===== src/rtl/inst_fetch_buf.sv =====
// Instruction fetch stage: 1-cycle synchronous memory, prefetch FIFO, valid/ready output, redirect.
// Optional IFETCH_ALIGN_CHK_EN: a misaligned redirect halts fetch and raises exc_misalign_o.
module inst_fetch_buf #(
  parameter int unsigned       ADDR_W   = 32,
  parameter logic [ADDR_W-1:0] PC_RESET = '0,
  parameter int unsigned       DEPTH    = 4
) (
  input  logic              clk,
  input  logic              rstn,
  output logic              mem_ce,
  output logic [ADDR_W-1:0] mem_addr,
  input  logic [31:0]       mem_rdata,
  input  logic              redirect_i,
  input  logic [ADDR_W-1:0] redirect_pc_i,
  output logic [31:0]       inst_o,
  output logic [ADDR_W-1:0] pc_o,
  output logic              valid_o,
`ifdef IFETCH_ALIGN_CHK_EN
  output logic              exc_misalign_o,
`endif
  input  logic              ready_i
);

  localparam int unsigned PtrW = $clog2(DEPTH);
  localparam int unsigned CntW = PtrW + 1;
  localparam logic [CntW:0] DepthOcc = (CntW+1)'(DEPTH);

  logic [ADDR_W-1:0] pc_q;
  logic [ADDR_W-1:0] tag_q;
  logic              inflight_q;
  logic [CntW-1:0]   count_q;
  logic [PtrW-1:0]   wr_ptr_q;
  logic [PtrW-1:0]   rd_ptr_q;
  logic [31:0]       inst_mem [DEPTH];
  logic [ADDR_W-1:0] pc_mem   [DEPTH];

  logic [CntW:0]     occ;
  logic              halted;
  logic              issue;
  logic              push;
  logic              pop;
  logic [31:0]       push_inst;
  logic [ADDR_W-1:0] redirect_tgt;

  assign redirect_tgt = {redirect_pc_i[ADDR_W-1:2], 2'b00};

`ifdef IFETCH_ALIGN_CHK_EN
  typedef enum logic [0:0] {StRun, StHalt} state_e;

  state_e state_q;
  logic   pend_q;
  logic   exc_mem [DEPTH];
  logic   misalign;

  assign misalign  = |redirect_pc_i[1:0];
  assign halted    = (state_q == StHalt);
  // The pending exception entry reuses the tag register for the unmodified target.
  assign push_inst = pend_q ? '0 : mem_rdata;
  assign push      = (inflight_q | pend_q) & ~redirect_i;
  assign exc_misalign_o = valid_o ? exc_mem[rd_ptr_q] : 1'b0;
`else
  logic unused_rpc_low;

  assign unused_rpc_low = ^redirect_pc_i[1:0];
  assign halted    = 1'b0;
  assign push_inst = mem_rdata;
  assign push      = inflight_q & ~redirect_i;
`endif

  // Same-cycle pops are deliberately not credited, so occupancy alone gates issue.
  assign occ      = {1'b0, count_q} + {{CntW{1'b0}}, inflight_q};
  assign issue    = rstn & ~redirect_i & ~halted & (occ < DepthOcc);
  assign mem_ce   = issue;
  assign mem_addr = rstn ? pc_q : '0;

  assign valid_o  = (count_q != '0);
  assign pop      = valid_o & ready_i & ~redirect_i;
  assign inst_o   = valid_o ? inst_mem[rd_ptr_q] : '0;
  assign pc_o     = valid_o ? pc_mem[rd_ptr_q] : '0;

  always_ff @(posedge clk) begin
    if (push) begin
      inst_mem[wr_ptr_q] <= push_inst;
      pc_mem[wr_ptr_q]   <= tag_q;
`ifdef IFETCH_ALIGN_CHK_EN
      exc_mem[wr_ptr_q]  <= pend_q;
`endif
    end
  end

  always_ff @(posedge clk or negedge rstn) begin
    if (!rstn) begin
      pc_q       <= PC_RESET;
      tag_q      <= '0;
      inflight_q <= 1'b0;
      count_q    <= '0;
      wr_ptr_q   <= '0;
      rd_ptr_q   <= '0;
`ifdef IFETCH_ALIGN_CHK_EN
      state_q    <= StRun;
      pend_q     <= 1'b0;
`endif
    end else if (redirect_i) begin
      pc_q       <= redirect_tgt;
      inflight_q <= 1'b0;
      count_q    <= '0;
      wr_ptr_q   <= '0;
      rd_ptr_q   <= '0;
`ifdef IFETCH_ALIGN_CHK_EN
      if (misalign) begin
        state_q <= StHalt;
        pend_q  <= 1'b1;
        tag_q   <= redirect_pc_i;
      end else begin
        state_q <= StRun;
        pend_q  <= 1'b0;
      end
`endif
    end else begin
      if (issue) begin
        pc_q  <= pc_q + ADDR_W'(4);
        tag_q <= pc_q;
      end
      inflight_q <= issue;
      if (push) wr_ptr_q <= wr_ptr_q + PtrW'(1);
      if (pop)  rd_ptr_q <= rd_ptr_q + PtrW'(1);
      if (push && !pop) begin
        count_q <= count_q + CntW'(1);
      end else if (!push && pop) begin
        count_q <= count_q - CntW'(1);
      end
`ifdef IFETCH_ALIGN_CHK_EN
      pend_q <= 1'b0;
`endif
    end
  end

endmodule


===== config.mk =====
export PLATFORM = sky130hd
export DESIGN_NAME = inst_fetch_buf
export DESIGN_NICKNAME = d
export VERILOG_FILES = /design/src/rtl/inst_fetch_buf.sv
export SDC_FILE = /design/constraint.sdc
export NUM_CORES = 1
export LEC_CHECK = 0
export ABC_AREA = 1
export ABC_CLOCK_PERIOD_IN_PS = 4200
export CAP_MARGIN = 40
export CORE_ASPECT_RATIO = 0.6
export CORE_UTILIZATION = 56
export CTS_BUF_LIST = sky130_fd_sc_hd__clkbuf_16
export CTS_CLUSTER_DIAMETER = 80
export CTS_CLUSTER_SIZE = 16
export DETAILED_ROUTE_END_ITERATION = 12
export HOLD_SLACK_MARGIN = 0.03
export PLACE_DENSITY = 0.79
export SLEW_MARGIN = 20
export SYNTH_ARGS = -nofsm -noshare
export SYNTH_HDL_FRONTEND = slang
export SYNTH_SLANG_ARGS = --single-unit

===== constraint.sdc =====
create_clock -name clk -period 4.2 [get_ports clk]
set_input_delay 0.84 -clock clk [delete_from_list [all_inputs] [get_ports clk]]
set_output_delay 0.84 -clock clk [all_outputs]
set_load 0.02 [all_outputs]

Word-level counts from Yosys, hierarchy flattened --
Memory sizes are Yosys's and may differ from the RTL's. Cells that the tools add are included.
Cells by class: $lt $le $gt $ge 1, mux-type cells 15, bitwise gates (word level) 6, reductions and logical operators 10, add/subtract/negate cells 6
Operator list (number):
- 2-to-1 mux 32 bit | 5
- adder 32 x 3 -> 32 bit, second input constant | 1
- 2-to-1 mux 3 bit | 3
- 2-to-1 mux 2 bit | 4
- nonzero test 2 bit | 3
- nonzero test 3 bit | 2
- bitwise AND 1 bit | 5
- adder 2 x 1 -> 2 bit, second input constant | 2
- adder 3 x 1 -> 4 bit | 1
- < comparator 4 x 3 -> 1 bit, second input constant | 1
- adder 3 x 1 -> 3 bit, second input constant | 1
- 2-to-1 mux 1 bit | 3
- subtractor 3 x 1 -> 3 bit, second input constant | 1
- logical AND 1 bit | 2
- logical NOT 1 bit | 2
- AND reduction 2 bit | 1
- inverter 1 bit | 1
Word-level totals: memories 2, bits in writable memories 256, output and inout bits 98, register bits 72, input bits 68, logic and storage cells 46
Memory list:
- inst_mem | depth 4, width 32, rd ports 1, clocked after memory_dff 0, wr ports 1, line 34 | logic [31:0] inst_mem [DEPTH];
- pc_mem | depth 4, width 32, rd ports 1, clocked after memory_dff 0, wr ports 1, line 35 | logic [ADDR_W-1:0] pc_mem [DEPTH];

Depth between registers and ports, before layout --
depth in word-level cells 7, gate-level depth with buffers 10, depth with buffers taken out 10

Least setup slack after synthesis --
Ideal clock, no wire load.
kind input port to flip-flop, start input port redirect_i, end memory inst_mem[0][0], enable pin, arrival time 3.888 ns, buffers on the path 1, cell stages on the path 4, required time 3.718 ns, setup time 0.482 ns, setup slack -0.170 ns, cells stage by stage buf_2 -> nor2_2 -> inv_1 -> nor2_1
Between the ends: cells in the longest elaborated chain, start to end 4
Ends and longest elaborated chain:
- start, declared | line 13 | input logic redirect_i,
- inverter 1 bit (no source line)
- bitwise AND 1 bit | line 67 | assign push = inflight_q & ~redirect_i;
- 2-to-1 mux 1 bit | line 82 | if (push) begin
- 2-to-1 mux 1 bit (implied by the code) | line 83 | inst_mem[wr_ptr_q] <= push_inst;
- end, declared | line 34
No other way between the ends.

Worst setup path after layout --
start register rd_ptr_q[0], end output port pc_o[23]
Between the ends: cells in the longest elaborated chain, start to end 2
Ends and longest elaborated chain:
- start, declared | line 33 | logic [PtrW-1:0] rd_ptr_q;
- start signal, assigned | line 126 | if (pop) rd_ptr_q <= rd_ptr_q + PtrW'(1);
- memory (4 x 32 bit)
- 2-to-1 mux 32 bit | line 79 | assign pc_o = valid_o ? pc_mem[rd_ptr_q] : '0;
- end, declared | line 16 | output logic [ADDR_W-1:0] pc_o,
No other way between the ends.

==> impl_metrics.env <==
export IMPL_ys_warn_count=0
export IMPL_power_frac_comb_pct=28.6
export IMPL_postRouteAntennaNets=0
export IMPL_finalHoldViolCount=0
export IMPL_vias_per_cell=5.47
export IMPL_max_slew_margin_pct=44.6
export IMPL_yosys_register_bits=316
export IMPL_cts_buffer_depth=3
export IMPL_hold_path_class="primary input to async pin"
export IMPL_clockRootBuffer="clkbuf_16"
export IMPL_vdd_ir_drop_worst_mv=0.295
export IMPL_worst_pin_slew_ps=831
export IMPL_num_fill_cells=1766
export IMPL_grt_pass1_wl_um=48300
export IMPL_grt_pass1_vias=8998
export IMPL_seq_power_share_pct=46.8
export IMPL_drc=0
export IMPL_maxCapViolations=0
export IMPL_p_switching_mw=2.66
export IMPL_num_rows=43
export IMPL_synthFlopType="edfxtp_1"
export IMPL_die_h_um=123
export IMPL_grt_max_degree=126
export IMPL_intPower_mw=5.62
export IMPL_postCtsResizedCells=0
export IMPL_pre_cts_slack_ps=1020
export IMPL_grt_usage_pct=25.1
export IMPL_synthesis_area_mm2=0.0136
export IMPL_fin_crit_sh_pct=88.3
export IMPL_wl_um=31100
export IMPL_finalWorstSetupSlack_ps=491
export IMPL_post_cts_buffers=0
export IMPL_antenna_found_initial=0
export IMPL_arrival_ps=2870
export IMPL_cts_hold_fix_buffers=0
export IMPL_finish_utilization_pct=69.0
export IMPL_nets=1535
export IMPL_cts_inserted_buffers=23
export IMPL_power_mw=8.28
export IMPL_cts_clk_slew_worst_paths_ps=80
export IMPL_cts_tree="built"
export IMPL_syn_avg_cell_area_um2=10.3
export IMPL_critical_path_class="flop to primary output"
export IMPL_power_per_cell_area_mw_per_mm2=512
export IMPL_cp_num_buf_inv=3
export IMPL_crit_chain="clkinv_2 -> buf_12 -> o21ai_0 -> a21oi_1 -> clkdlybuf4s50_1"
export IMPL_synthCells=1324
export IMPL_initial_core_util_pct=58.0
export IMPL_power_frac_clock_pct=24.6
export IMPL_core_area_mm2=0.0235
export IMPL_synth_distinct_cells=33
export IMPL_crit_path_end_kind="primary output"
export IMPL_max_freq_mhz=270
export IMPL_finClkSkew_ps=16.9
export IMPL_via_count=9805
export IMPL_h_tree_depth=1
export IMPL_p_leak_nw=6.22
export IMPL_p_sw_share_pct=32.1
export IMPL_gp_congestion=0.889
export IMPL_area_growth_pct=18.9
export IMPL_placed_cell_area_mm2=0.0155
export IMPL_cpPeakStageDelay_ps=680
export IMPL_path_max_fanout=100
export IMPL_wl_per_cell_um=17.4
export IMPL_diodes=0
export IMPL_slowest_stage="clkdlybuf4s50_1"
export IMPL_dr_pass1_iters=5
export IMPL_ys_async_sr_fraction_pct=21.5
export IMPL_clkLatencyLatePin_ps=510
export IMPL_synth_seq_area_share_pct=67.2
export IMPL_drive_gt1_share_pct=5.01
export IMPL_io_pins=166
export IMPL_outcome="completed"
export IMPL_cp_data_required_time_ps=3360
export IMPL_overflow=0
export IMPL_rsz0062_at_grt="no"
export IMPL_finalSetupViolCount=0
export IMPL_finalInstanceArea_mm2=0.0162
export IMPL_cts_num_sinks=316
export IMPL_die_area_mm2=0.0250
export IMPL_drt_iter0_drc=828
export IMPL_fin_crit_ps=3710
export IMPL_critPathTopFamily="buffers and inverters"
export IMPL_crit_path_start_kind="flop"
export IMPL_finalMaxSlewViolations=0
export IMPL_place_hpwl_um=19000
export IMPL_final_common_cell="nor2_1"
export IMPL_final_cell_mix="nor2_1 (314), edfxtp_1 (248), nand2_1 (180)"
export IMPL_portBuffers=159
export IMPL_holdWs_ps=183
export IMPL_die_x_um=203
export IMPL_synth_edf_count=248
power groups by stage:
| stage | clock network (mW) | logic [mW] | registers (mW) |
|---|---|---|---|
| final | 2.04 | 2.37 | 3.87 |
| after global routing | 2.20 | 2.57 | 3.90 |
| after CTS | 2.07 | 2.38 | 3.87 |
| after detailed placement | 0 | 2.36 | 3.94 |
| after global placement | 0 | 2.32 | 3.92 |
| after floorplan | 0 | 1.36 | 3.85 |
cell type report:
class / count / area (µm²) / area share (%)
multi-input cells: 834 / 3750 / 23.2
clock inverters: 18 / 93.8 / 0.580
repair buffers: 182 / 1820 / 11.3
inverters: 104 / 392 / 2.42
well taps: 315 / 394 / 2.44
clock buffers: 23 / 576 / 3.56
flip-flops and latches: 316 / 9150 / 56.6
worst reg2reg max path, cell delays in order, from the launching register on:
cell     delay, ps
dfrtp_1        450
nor2_1          80
nand3_2         80
buf_4          550
nand2_1        140
buf_4          250
inv_1          260
nand2_1         80
nand2_1         80
inv_1           40
nand3_1         60
cells in the mapped netlist, drive strengths merged, types with 6 or more instances:
| library cell | count | area [µm²] |
|---|---|---|
| a21oi | 67 | 335 |
| buf | 39 | 234 |
| clkbuf | 34 | 128 |
| dfrtp | 68 | 1700 |
| edfxtp | 248 | 7450 |
| inv | 103 | 387 |
| nand2 | 182 | 688 |
| nand3 | 47 | 255 |
| nand4 | 13 | 81.3 |
| nor2 | 326 | 1260 |
| o211ai | 6 | 45.0 |
| o21ai | 170 | 851 |
routing by layer:
layer	share of wire [%]	vias up	track usage [%]
li1	-	4689	-
met1	46	4704	38.5
met2	45	382	38.5
met3	7.2	30	3.64
met4	1.2	0	4.61
met5	0	-	0
final timing paths:
| kind | startpoint | to | slack [ps] | cells after the start |
|---|---|---|---|---|
| worst max-delay path | rd_ptr_q[0] | pc_o[23] | 490 | 5 |
| worst min-delay path | rstn | pc_q[21] | 180 | 1 |
| worst max register to register | count_q[2] | pc_q[20] | 2090 | 10 |
| worst min register to register | tag_q[17] | pc_mem[3][17] | 520 | 0 |
| max in group asynchronous | rstn | rd_ptr_q[0] | 2900 | 3 |
| min in group clk | tag_q[17] | pc_mem[3][17] | 520 | 0 |
flip-flops by register name, indices dropped and copies added (netlist names):
register / count
count_q: 3
inflight_q: 1
inst_mem: 128
pc_mem: 120
pc_q: 30
rd_ptr_q: 2
tag_q: 30
wr_ptr_q: 2
metrics by stage:
step	cells	setup TNS, ps
3_5_place_dp	1751	0
4_1_cts	1792	0
3_3_place_gp	1750	0
5_1_grt	1792	0
2_1_floorplan	1327	-42150
6_report	1792	0
cell families (layout without fill, tap and decap cells):
family / count (synthesis) / in the layout / synth area share [%]
simple gates: 570 / 570 / 16.9
flops: 316 / 316 / 67.2
other cells: 1 / 4 / 0.0276
compound gates: 248 / 248 / 9.33
buf+inv: 177 / 327 / 5.53
fa+ha+maj: 6 / 6 / 0.607
xor+xnor: 6 / 6 / 0.386
Note: power is estimated with default switching activity, not from simulation.
